## src/rtl/envelope_mu_modulator.sv

```systemverilog
// envelope_mu_modulator
//
// Purpose: scales each channel's base MU_DT by its O-U amplitude envelope.
// On each clk_en tick both input buses are snapshotted and every channel is
// processed through one shared two-stage pipeline. Stage 1 registers the
// signed product. Stage 2 shifts it back to Q14, clamps it to [0, MU_MAX]
// and writes the registered output bank. Channels are written one per clock.
//
// Optional feature (macro ENV_MOD_SLEW_EN): stage 2 limits each output step
// to +/-SLEW_MAX. The first sweep after reset is written unlimited.
//
// Ports:
//   clk, rst        system clock, asynchronous active-high reset
//   clk_en          4 kHz update strobe (one clk wide)
//   envelope_flat   packed signed Q14 envelopes, channel i at [i*WIDTH +: WIDTH]
//   mu_dt_flat      packed signed Q14 base MU_DT per channel
//   mu_eff_flat     packed modulated MU_DT, registered
//   busy            high while a sweep is in progress
//   done            one-clk pulse once the last channel has been written
//   sat             one-clk pulse with done if any channel clamped
module envelope_mu_modulator #(
    parameter int                      WIDTH    = 18,
    parameter int                      FRAC     = 14,
    parameter int                      NUM_CH   = 4,
    parameter logic signed [WIDTH-1:0] MU_MAX   = 18'sd16384,
    parameter logic signed [WIDTH-1:0] SLEW_MAX = 18'sd64
) (
    input  logic                    clk,
    input  logic                    rst,
    input  logic                    clk_en,
    input  logic [NUM_CH*WIDTH-1:0] envelope_flat,
    input  logic [NUM_CH*WIDTH-1:0] mu_dt_flat,
    output logic [NUM_CH*WIDTH-1:0] mu_eff_flat,
    output logic                    busy,
    output logic                    done,
    output logic                    sat
);

    localparam int             CH_W    = (NUM_CH > 1) ? $clog2(NUM_CH) : 1;
    localparam logic [CH_W-1:0] LAST_CH = CH_W'(NUM_CH - 1);

    typedef enum logic [1:0] {
        S_IDLE  = 2'd0,
        S_LOAD  = 2'd1,
        S_RUN   = 2'd2,
        S_FLUSH = 2'd3
    } state_t;

    state_t                       state_q, state_d;
    logic [CH_W-1:0]              ch_q, ch_d;
    logic [NUM_CH*WIDTH-1:0]      env_snap_q, env_snap_d;
    logic [NUM_CH*WIDTH-1:0]      mu_snap_q, mu_snap_d;
    logic signed [2*WIDTH-1:0]    prod_q, prod_d;
    logic                         valid1_q, valid1_d;
    logic [CH_W-1:0]              ch1_q, ch1_d;
    logic signed [WIDTH-1:0]      mu_eff_q [NUM_CH];
    logic signed [WIDTH-1:0]      mu_eff_d [NUM_CH];
    logic                         busy_q, busy_d;
    logic                         done_q, done_d;
    logic                         sat_q, sat_d;
    logic                         sweep_sat_q, sweep_sat_d;

    logic signed [WIDTH-1:0]      env_ch_s;
    logic signed [WIDTH-1:0]      mu_ch_s;
    logic signed [WIDTH-1:0]      trunc_s;
    logic signed [WIDTH-1:0]      clamped_s;
    logic                         clamp_hit_s;
    logic signed [WIDTH-1:0]      cur_s;
    logic signed [WIDTH-1:0]      wr_val_s;

    // Snapshot operands for the channel being issued into stage 1.
    assign env_ch_s = env_snap_q[int'(ch_q)*WIDTH +: WIDTH];
    assign mu_ch_s  = mu_snap_q[int'(ch_q)*WIDTH +: WIDTH];

    // Current output of the channel sitting in stage 2.
    assign cur_s    = mu_eff_q[ch1_q];

    // Stage 2 arithmetic: Q14 rescale (truncated to WIDTH) then clamp to [0, MU_MAX].
    always_comb begin
        trunc_s     = WIDTH'(prod_q >>> FRAC);
        clamped_s   = trunc_s;
        clamp_hit_s = 1'b0;
        if (trunc_s < $signed({WIDTH{1'b0}})) begin
            clamped_s   = {WIDTH{1'b0}};
            clamp_hit_s = 1'b1;
        end else if (trunc_s > MU_MAX) begin
            clamped_s   = MU_MAX;
            clamp_hit_s = 1'b1;
        end else begin
            clamped_s   = trunc_s;
            clamp_hit_s = 1'b0;
        end
    end

`ifdef ENV_MOD_SLEW_EN
    localparam logic signed [WIDTH:0] SLEW_P = (WIDTH+1)'(SLEW_MAX);
    localparam logic signed [WIDTH:0] SLEW_N = -SLEW_P;

    logic                    primed_q, primed_d;
    logic signed [WIDTH:0]   cur_ext_s;
    logic signed [WIDTH:0]   delta_s;
    logic signed [WIDTH:0]   limited_s;

    // Slew limit: step towards the clamped target by at most SLEW_MAX.
    // The result always lies between cur and target, so it fits WIDTH bits.
    always_comb begin
        cur_ext_s = (WIDTH+1)'(cur_s);
        delta_s   = (WIDTH+1)'(clamped_s) - cur_ext_s;
        if (delta_s > SLEW_P) begin
            limited_s = SLEW_P;
        end else if (delta_s < SLEW_N) begin
            limited_s = SLEW_N;
        end else begin
            limited_s = delta_s;
        end
        if (primed_q) begin
            wr_val_s = WIDTH'(cur_ext_s + limited_s);
        end else begin
            wr_val_s = clamped_s;
        end
    end
`else
    // Without slew limiting the clamped value is written as is.
    always_comb begin
        wr_val_s = clamped_s;
    end
`endif

    // Next-state logic: sweep FSM, stage-1 issue and stage-2 bank write.
    always_comb begin
        state_d     = state_q;
        ch_d        = ch_q;
        env_snap_d  = env_snap_q;
        mu_snap_d   = mu_snap_q;
        prod_d      = prod_q;
        valid1_d    = 1'b0;
        ch1_d       = ch1_q;
        mu_eff_d    = mu_eff_q;
        busy_d      = busy_q;
        done_d      = 1'b0;
        sat_d       = 1'b0;
        sweep_sat_d = sweep_sat_q;
`ifdef ENV_MOD_SLEW_EN
        primed_d    = primed_q;
`endif

        // Stage 2 write happens whenever stage 1 holds a valid product.
        if (valid1_q) begin
            mu_eff_d[ch1_q] = wr_val_s;
            sweep_sat_d     = sweep_sat_q | clamp_hit_s;
        end else begin
            sweep_sat_d     = sweep_sat_q;
        end

        case (state_q)
            S_IDLE: begin
                // A strobe landing in the done cycle is dropped, not queued.
                if (clk_en && !done_q) begin
                    env_snap_d  = envelope_flat;
                    mu_snap_d   = mu_dt_flat;
                    ch_d        = {CH_W{1'b0}};
                    sweep_sat_d = 1'b0;
                    busy_d      = 1'b1;
                    state_d     = S_LOAD;
                end else begin
                    state_d     = S_IDLE;
                end
            end
            S_LOAD: begin
                state_d = S_RUN;
            end
            S_RUN: begin
                prod_d   = (2*WIDTH)'(env_ch_s) * (2*WIDTH)'(mu_ch_s);
                valid1_d = 1'b1;
                ch1_d    = ch_q;
                if (ch_q == LAST_CH) begin
                    state_d = S_FLUSH;
                end else begin
                    ch_d    = ch_q + {{(CH_W-1){1'b0}}, 1'b1};
                end
            end
            S_FLUSH: begin
                // Finish on the edge that writes the last channel.
                if (valid1_q && (ch1_q == LAST_CH)) begin
                    done_d  = 1'b1;
                    sat_d   = sweep_sat_q | clamp_hit_s;
                    busy_d  = 1'b0;
                    state_d = S_IDLE;
`ifdef ENV_MOD_SLEW_EN
                    primed_d = 1'b1;
`endif
                end else begin
                    state_d = S_FLUSH;
                end
            end
            default: begin
                busy_d  = 1'b0;
                state_d = S_IDLE;
            end
        endcase
    end

    // State and pipeline registers with asynchronous reset.
    always_ff @(posedge clk or posedge rst) begin
        if (rst) begin
            state_q     <= S_IDLE;
            ch_q        <= {CH_W{1'b0}};
            env_snap_q  <= {(NUM_CH*WIDTH){1'b0}};
            mu_snap_q   <= {(NUM_CH*WIDTH){1'b0}};
            prod_q      <= {(2*WIDTH){1'b0}};
            valid1_q    <= 1'b0;
            ch1_q       <= {CH_W{1'b0}};
            for (int i = 0; i < NUM_CH; i++) begin
                mu_eff_q[i] <= {WIDTH{1'b0}};
            end
            busy_q      <= 1'b0;
            done_q      <= 1'b0;
            sat_q       <= 1'b0;
            sweep_sat_q <= 1'b0;
`ifdef ENV_MOD_SLEW_EN
            primed_q    <= 1'b0;
`endif
        end else begin
            state_q     <= state_d;
            ch_q        <= ch_d;
            env_snap_q  <= env_snap_d;
            mu_snap_q   <= mu_snap_d;
            prod_q      <= prod_d;
            valid1_q    <= valid1_d;
            ch1_q       <= ch1_d;
            mu_eff_q    <= mu_eff_d;
            busy_q      <= busy_d;
            done_q      <= done_d;
            sat_q       <= sat_d;
            sweep_sat_q <= sweep_sat_d;
`ifdef ENV_MOD_SLEW_EN
            primed_q    <= primed_d;
`endif
        end
    end

    // Output bank packing.
    for (genvar g = 0; g < NUM_CH; g++) begin : g_out
        assign mu_eff_flat[g*WIDTH +: WIDTH] = mu_eff_q[g];
    end

    assign busy = busy_q;
    assign done = done_q;
    assign sat  = sat_q;

endmodule
```

## config.mk

```make
export PLATFORM = sky130hd
export DESIGN_NAME = envelope_mu_modulator
export DESIGN_NICKNAME = d
export VERILOG_FILES = /design/src/rtl/envelope_mu_modulator.sv
export SDC_FILE = /design/constraint.sdc
export NUM_CORES = 1
export LEC_CHECK = 0
export ABC_AREA = 0
export ABC_CLOCK_PERIOD_IN_PS = 8700
export BUFFER_PORTS_ARGS = -buffer_cell sky130_fd_sc_hd__buf_2
export CAP_MARGIN = 20
export CORE_ASPECT_RATIO = 0.8
export CORE_UTILIZATION = 30
export CTS_BUF_LIST = sky130_fd_sc_hd__clkbuf_4 sky130_fd_sc_hd__clkbuf_8
export DETAILED_ROUTE_END_ITERATION = 12
export SLEW_MARGIN = 15
export SYNTH_ARGS = -nofsm -noshare
export SYNTH_HDL_FRONTEND = slang
export SYNTH_SLANG_ARGS = --single-unit
```

## constraint.sdc

```tcl
create_clock -name clk -period 8.7 [get_ports clk]
set_input_delay 2.175 -clock clk [delete_from_list [all_inputs] [get_ports clk]]
set_output_delay 2.175 -clock clk [all_outputs]
set_load 0.01 [all_outputs]
```

After elaboration in Yosys (flattened, before gate mapping)
Index checks and enable logic that the tools add are counted.

Bitwise logic cells: 2. Multiplexer cells: 25. Magnitude comparators: 4. Add/sub/neg operators: 1. Multipliers: 2. Shift operators: 2. Equality and inequality tests: 9. Reduce and logical (&&, ||, !) cells: 10.

Operators with widths (number): 72-bit by 8-bit indexed part select with 18-bit output (2); 72-bit bitwise mux (1); 18-bit two-way mux (3); 18-bit demux with 2-bit select (1); 18-bit by 18-bit multiplier with 32-bit output (1); 18-bit by 16-bit > comparator with 1-bit output (second input constant) (1); 18-bit by 1-bit less-than comparator with 1-bit output (second input constant) (1); 1-bit two-way mux (13); 2-bit == test (second input constant) (4); 2-bit two-way mux (4); 2-bit inequality test (second input constant) (4); 2-bit one-hot mux with 4 select lines (1); 2-bit by 4-bit multiplier with 6-bit output (second input constant) (1); 3-bit AND reduction (2); 2-bit one-hot mux with 2 select lines (1); 2-bit nonzero test (2); 3-bit >= comparator (second input constant) (1); 1-bit logical AND (3); 3-bit by 1-bit less-than comparator with 1-bit output (second input constant) (1); 2-bit NOT with 3-bit output (1); 2-bit by 1-bit adder with 2-bit output (second input constant) (1); 2-bit by 1-bit == test with 1-bit output (second input constant) (1); 2-bit logical NOT (1); 1-bit one-hot mux with 2 select lines (1); other kinds (3) (3).

Output and inout bits: 75. Input bits: 147. Bits in registers: 259.

Longest topological paths before layout
Depth after elaboration: 7. Gate-level depth with buffers: 31. Mapped depth without buffers: 26.

Least setup slack after synthesis
Ideal clock, no wire load.

Path kind: reg-to-reg. Start: register ch_q[0]. End: register prod_q[30]. Required time: 8.567 ns. Data arrival time: 7.371 ns. Cell stages (with the launch flop): 29. Path buffers: 6. Path slack: 1.196 ns. Cell sequence: dfrtp_1 > buf_6 > buf_6 > buf_2 > buf_2 > buf_2 > buf_1 > o21ai_1 > nor2_1 > fa_1 > fa_1 > inv_1 > fa_1 > fa_1 > inv_1 > fa_1 > inv_1 > fa_1 > inv_1 > ha_1 > nand4_1 > nor2_1 > a211o_1 > o41ai_2 > nor3_2 > a21o_2 > a211oi_4 > xor2_1 > o21ai_1.

Word-level cells in the longest chain between the ends: 3.

RTL lines: from (decl) (RTL line 50) `logic [CH_W-1:0] ch_q, ch_d;`; from (signal assigned) (RTL line 207) `ch_q <= {CH_W{1'b0}};`; from (signal assigned) (RTL line 225) `ch_q <= ch_d;`; 2-bit by 4-bit multiplier with 6-bit output * (RTL line 72, 73); 72-bit by 8-bit indexed part select with 18-bit output, on equally long branches (RTL line 72, 73); 18-bit by 18-bit multiplier with 32-bit output * (RTL line 173) `prod_d = (2*WIDTH)'(env_ch_s) * (2*WIDTH)'(mu_ch_s);`; to (signal assigned) (RTL line 210) `prod_q <= {(2*WIDTH){1'b0}};`; to (signal assigned) (RTL line 228) `prod_q <= prod_d;`; to (decl) (RTL line 53) `logic signed [2*WIDTH-1:0] prod_q, prod_d;`.

Mark *: on every way between the ends. The rest lies on a longest branch, timed or not. A chain may end at the register's enable or synchronous reset.

Worst setup path after layout
Ends and elaborated chain as after synthesis.

==> metrics.md <==
| Metric | Value |
|---|---|
| Initial Utilization | 30.46% |
| Clock Tree Root | clkbuf_8 |
| Post-route DRC | 0 |
| Nature of the critical path endpoint | flip-flop |
| Result of the run | finished clean |
| Total number of H-tree levels | 2 |
| WL/cell | 18.02 microns |
| Number of nets in the final layout | 2,712 |
| Cell type of the slowest stage on the worst timing path | dfrtp_4 |
| Clock Latency Late Sink | 0.64 ns |
| Routed vias | 14,440 |
| Clock Path Buffers | 3 |
| Die width | 295.0 microns |
| Count of flip-flops with a built-in enable after synthesis | 0 |
| Half-perimeter wire length after detailed placement | 44,910 microns |
| Top flip-flop cell by instance count after synthesis | dfrtp_1 |
| Startpoint type of the worst setup path | flip-flop |
| Violation count after the first detailed-route iteration | 925 |
| Data required, critical path | 9.18 ns |
| Max FO, Critical Path | 55 |
| Clock Skews | 0.04766 ns |
| Clock sinks | 241 |
| Transition time of the tightest slew-check pin | 1.074 ns |
| Arrival @ worst endpoint | 8.33 ns |
| Count of unique library cells instantiated by Yosys | 57 |
| Stage delay of the slowest cell on the critical path | 0.91 ns |
| Crit path top cell by count | fa_1 |
| Number of max-cap violations | 0 |
| Combined area of the multi-input logic cells | 12,860 sq um |
| Share of final-layout standard cells stronger than drive strength 1 | 23.87% |
| Clock slew at the register clock pins of the worst setup and hold paths | 0.08 ns |
| Time the worst path needs with I/O delays and setup | 7.847 ns |
| Core region area | 67,640 sq um |
| First-pass GRT wire length | 89,690 microns |
| Final worst-path cycle share | 90.20% |
| Classification of the worst-slack hold path | flip-flop to flip-flop |
| Mapped Area | 20,600 sq um |
| Number of pins with negative max-slew slack in the final report | 0 |
| Largest net degree at the start of global routing | 153 |
| Iteration count of the initial detailed-routing pass | 5 |
| Vias/cell | 4.617 |
| Standard-cell rows | 85 |
| Drt total wl | 56,360 microns |
| Synthesized flop and latch total | 241 |
| Worst R2R Start | ch_q[0]$_DFFE_PP0P_ |
| Antenna violations before repair | 9 |
| Seq. cell area | 6038 sq um |
| Final estimated routing congestion in global placement | 0.9442 |
| Count of hold buffers inserted by post-cts repair | 0 |
| Buffers plus inverters on the worst setup path | 5 |
| Hold path startpoint | mu_eff_flat[21]$_DFFE_PP0P_ |
| Ys Warns | 0 |
| Launching instance or port of the critical path | ch_q[0]$_DFFE_PP0P_ |
| Count of antenna-violating nets left after detailed routing | 0 |
| Final setup vio count | 0 |
| Fraction of synthesis flops using an asynchronous set or reset pin | 100.0% |
| Cell chain of the critical path | mux4_2 > inv_1 > nor2_1 > fa_1 > fa_1 > inv_1 > fa_1 > fa_1 > inv_1 > fa_1 > inv_1 > fa_1 > inv_1 > ha_1 > nand4_1 > nor2_1 > a211o_1 > o41ai_2 > nor3_2 > a21o_2 > a211oi_4 > xor2_1 > o21ai_1 |
| Crit path max-delay family | adder cells |
| Die boundary height | 236.4 microns |
| Cell count after synthesis | 1,973 |
| RSZ-0062 raised after global routing | no |
| Setup CP Type | flip-flop to flip-flop |
| CTS tree | built |
| Max-slew headroom at the worst pin | 28.41% |
| Ports placed on the boundary | 222 |
| Buffers inserted during post-CTS setup optimization | 0 |
| Fill cell total of the finished layout | 6,911 |
| Gr usage total | 16.71% |
| Number of gates given a new drive strength after cts | 0 |
| Remaining global-route overflow | 0 |
| Port-buffer cells | 217 |
| Syn-to-layout area delta | 15.32% |
| Maximum achievable frequency | 0.1274 GHz |
| Final sum of negative setup slack | 0 ns |
| Area enclosed by the die boundary | 69,720 sq um |
| Number of buffers created by CTS | 42 |
| Post-synthesis average cell area | 10.44 sq um |
| Sequential-to-total area share from yosys stat | 29.28% |
| Via count of the first global-routing pass | 15,800 |
| Number of hold violations in the final report | 0 |
-- worst reg2reg max path, delay by kind of cell, from the launching register on --
kind            cells  cell delay [ns]
simple gates        4             0.46
fa+ha+maj           7             3.43
buf+inv             5             0.45
flops               1             0.91
compound gates      5             1.41
mux                 1             0.86
xor+xnor            1             0.18
-- metrics by stage --
stage / instance area, sq um / util [%] / hold slack [ns] / instances / setup slack (ns)
finish: 23760 / 35.12 / 0.4708 / 3128 / 0.8526
global placement: 22750 / 33.64 / 0.4561 / 3052 / 1.018
detailed placement: 22770 / 33.66 / 0.4652 / 3053 / 0.9055
CTS: 23720 / 35.06 / 0.4796 / 3123 / 0.8955
global route: 23750 / 35.11 / 0.5045 / 3125 / 0.5218
floorplan: 20610 / - / 0.4632 / 1976 / 1.196
-- routing by layer --
layer	part of all wire, %	track usage (%)	up-vias
li1	-	-	6517
met1	46	23.45	7313
met2	43	25.13	496
met3	8.4	4.579	107
met4	2.6	4.656	10
met5	0.11	0	-
-- Yosys cell counts, drive strengths merged (15+ instances only) --
| cell | n | area [sq um] |
|---|---|---|
| clkbuf | 63 | 236.5 |
| inv | 364 | 1366 |
| mux4 | 19 | 427.9 |
| a21oi | 15 | 75.07 |
| o21ai | 102 | 514.2 |
| buf | 20 | 121.4 |
| o21a | 20 | 150.1 |
| xnor2 | 25 | 256.5 |
| mux2i | 22 | 224.0 |
| nand2 | 292 | 1099 |
| nor2 | 147 | 551.8 |
| dfrtp | 241 | 6031 |
| mux2 | 164 | 1847 |
| and2 | 31 | 193.9 |
| ha | 84 | 1051 |
| fa | 295 | 5906 |
-- sequential cells by signal, indices dropped and copies added (netlist names), 2 cells and up --
signal / count
env_snap_q: 72
mu_snap_q: 72
mu_eff_flat: 68
prod_q: 18
ch1_q: 2
ch_q: 2
state_q: 2
-- logic make-up (layout without fill, tap and decap cells) --
group	after synthesis	after routing	synth area share, %
compound gates	162	162	4.744
xor+xnor	34	34	1.628
fa+ha+maj	379	379	33.77
buf+inv	447	683	8.370
flops	241	241	29.28
mux	205	205	12.13
other cells	1	7	0.01820
simple gates	504	504	10.06
-- layout by cell type, fill, tap and decap left out, types with 4 or more instances in the layout --
master,n
a21o_1,6
a21oi_1,15
and2_1,31
buf_2,217
buf_4,26
clkbuf_4,7
clkbuf_8,54
conb_1,4
dfrtp_1,239
fa_1,295
ha_1,84
inv_1,361
mux2_2,164
mux2i_1,21
mux4_2,19
nand2_1,291
nand4_1,4
nor2_1,147
nor3_1,4
nor4_1,4
o21a_1,20
o21ai_0,78
o21ai_1,23
xnor2_1,20
xnor2_2,5
xor2_1,9
-- layout make-up --
cell class	count	share of cell area [%]
multi-input cells	1288	54.14
flip-flops and latches	241	25.42
repair buffers	249	5.836
inverters	364	5.767
well taps	913	4.809
clock buffers	61	3.350
clock inverters	9	0.6426
diodes	3	0.03160
-- path summary, 6_finish.rpt --
check | endpoint | slack [ns] | cells after the start
min | mu_eff_flat[21]$_DFFE_PP0P_ | 0.47 | 2
max in group asynchronous | mu_eff_flat[60]$_DFFE_PP0P_ | 5.88 | 3
min in group asynchronous | prod_q[20]$_DFFE_PP0P_ | 1.53 | 2
max | prod_q[30]$_DFFE_PP0P_ | 0.85 | 23
max reg2reg | prod_q[30]$_DFFE_PP0P_ | 0.85 | 23
min reg2reg | mu_eff_flat[21]$_DFFE_PP0P_ | 0.47 | 2
Power is not shown: default switching activity piles up to over one toggle a cycle in this logic, so the estimate is an artifact.
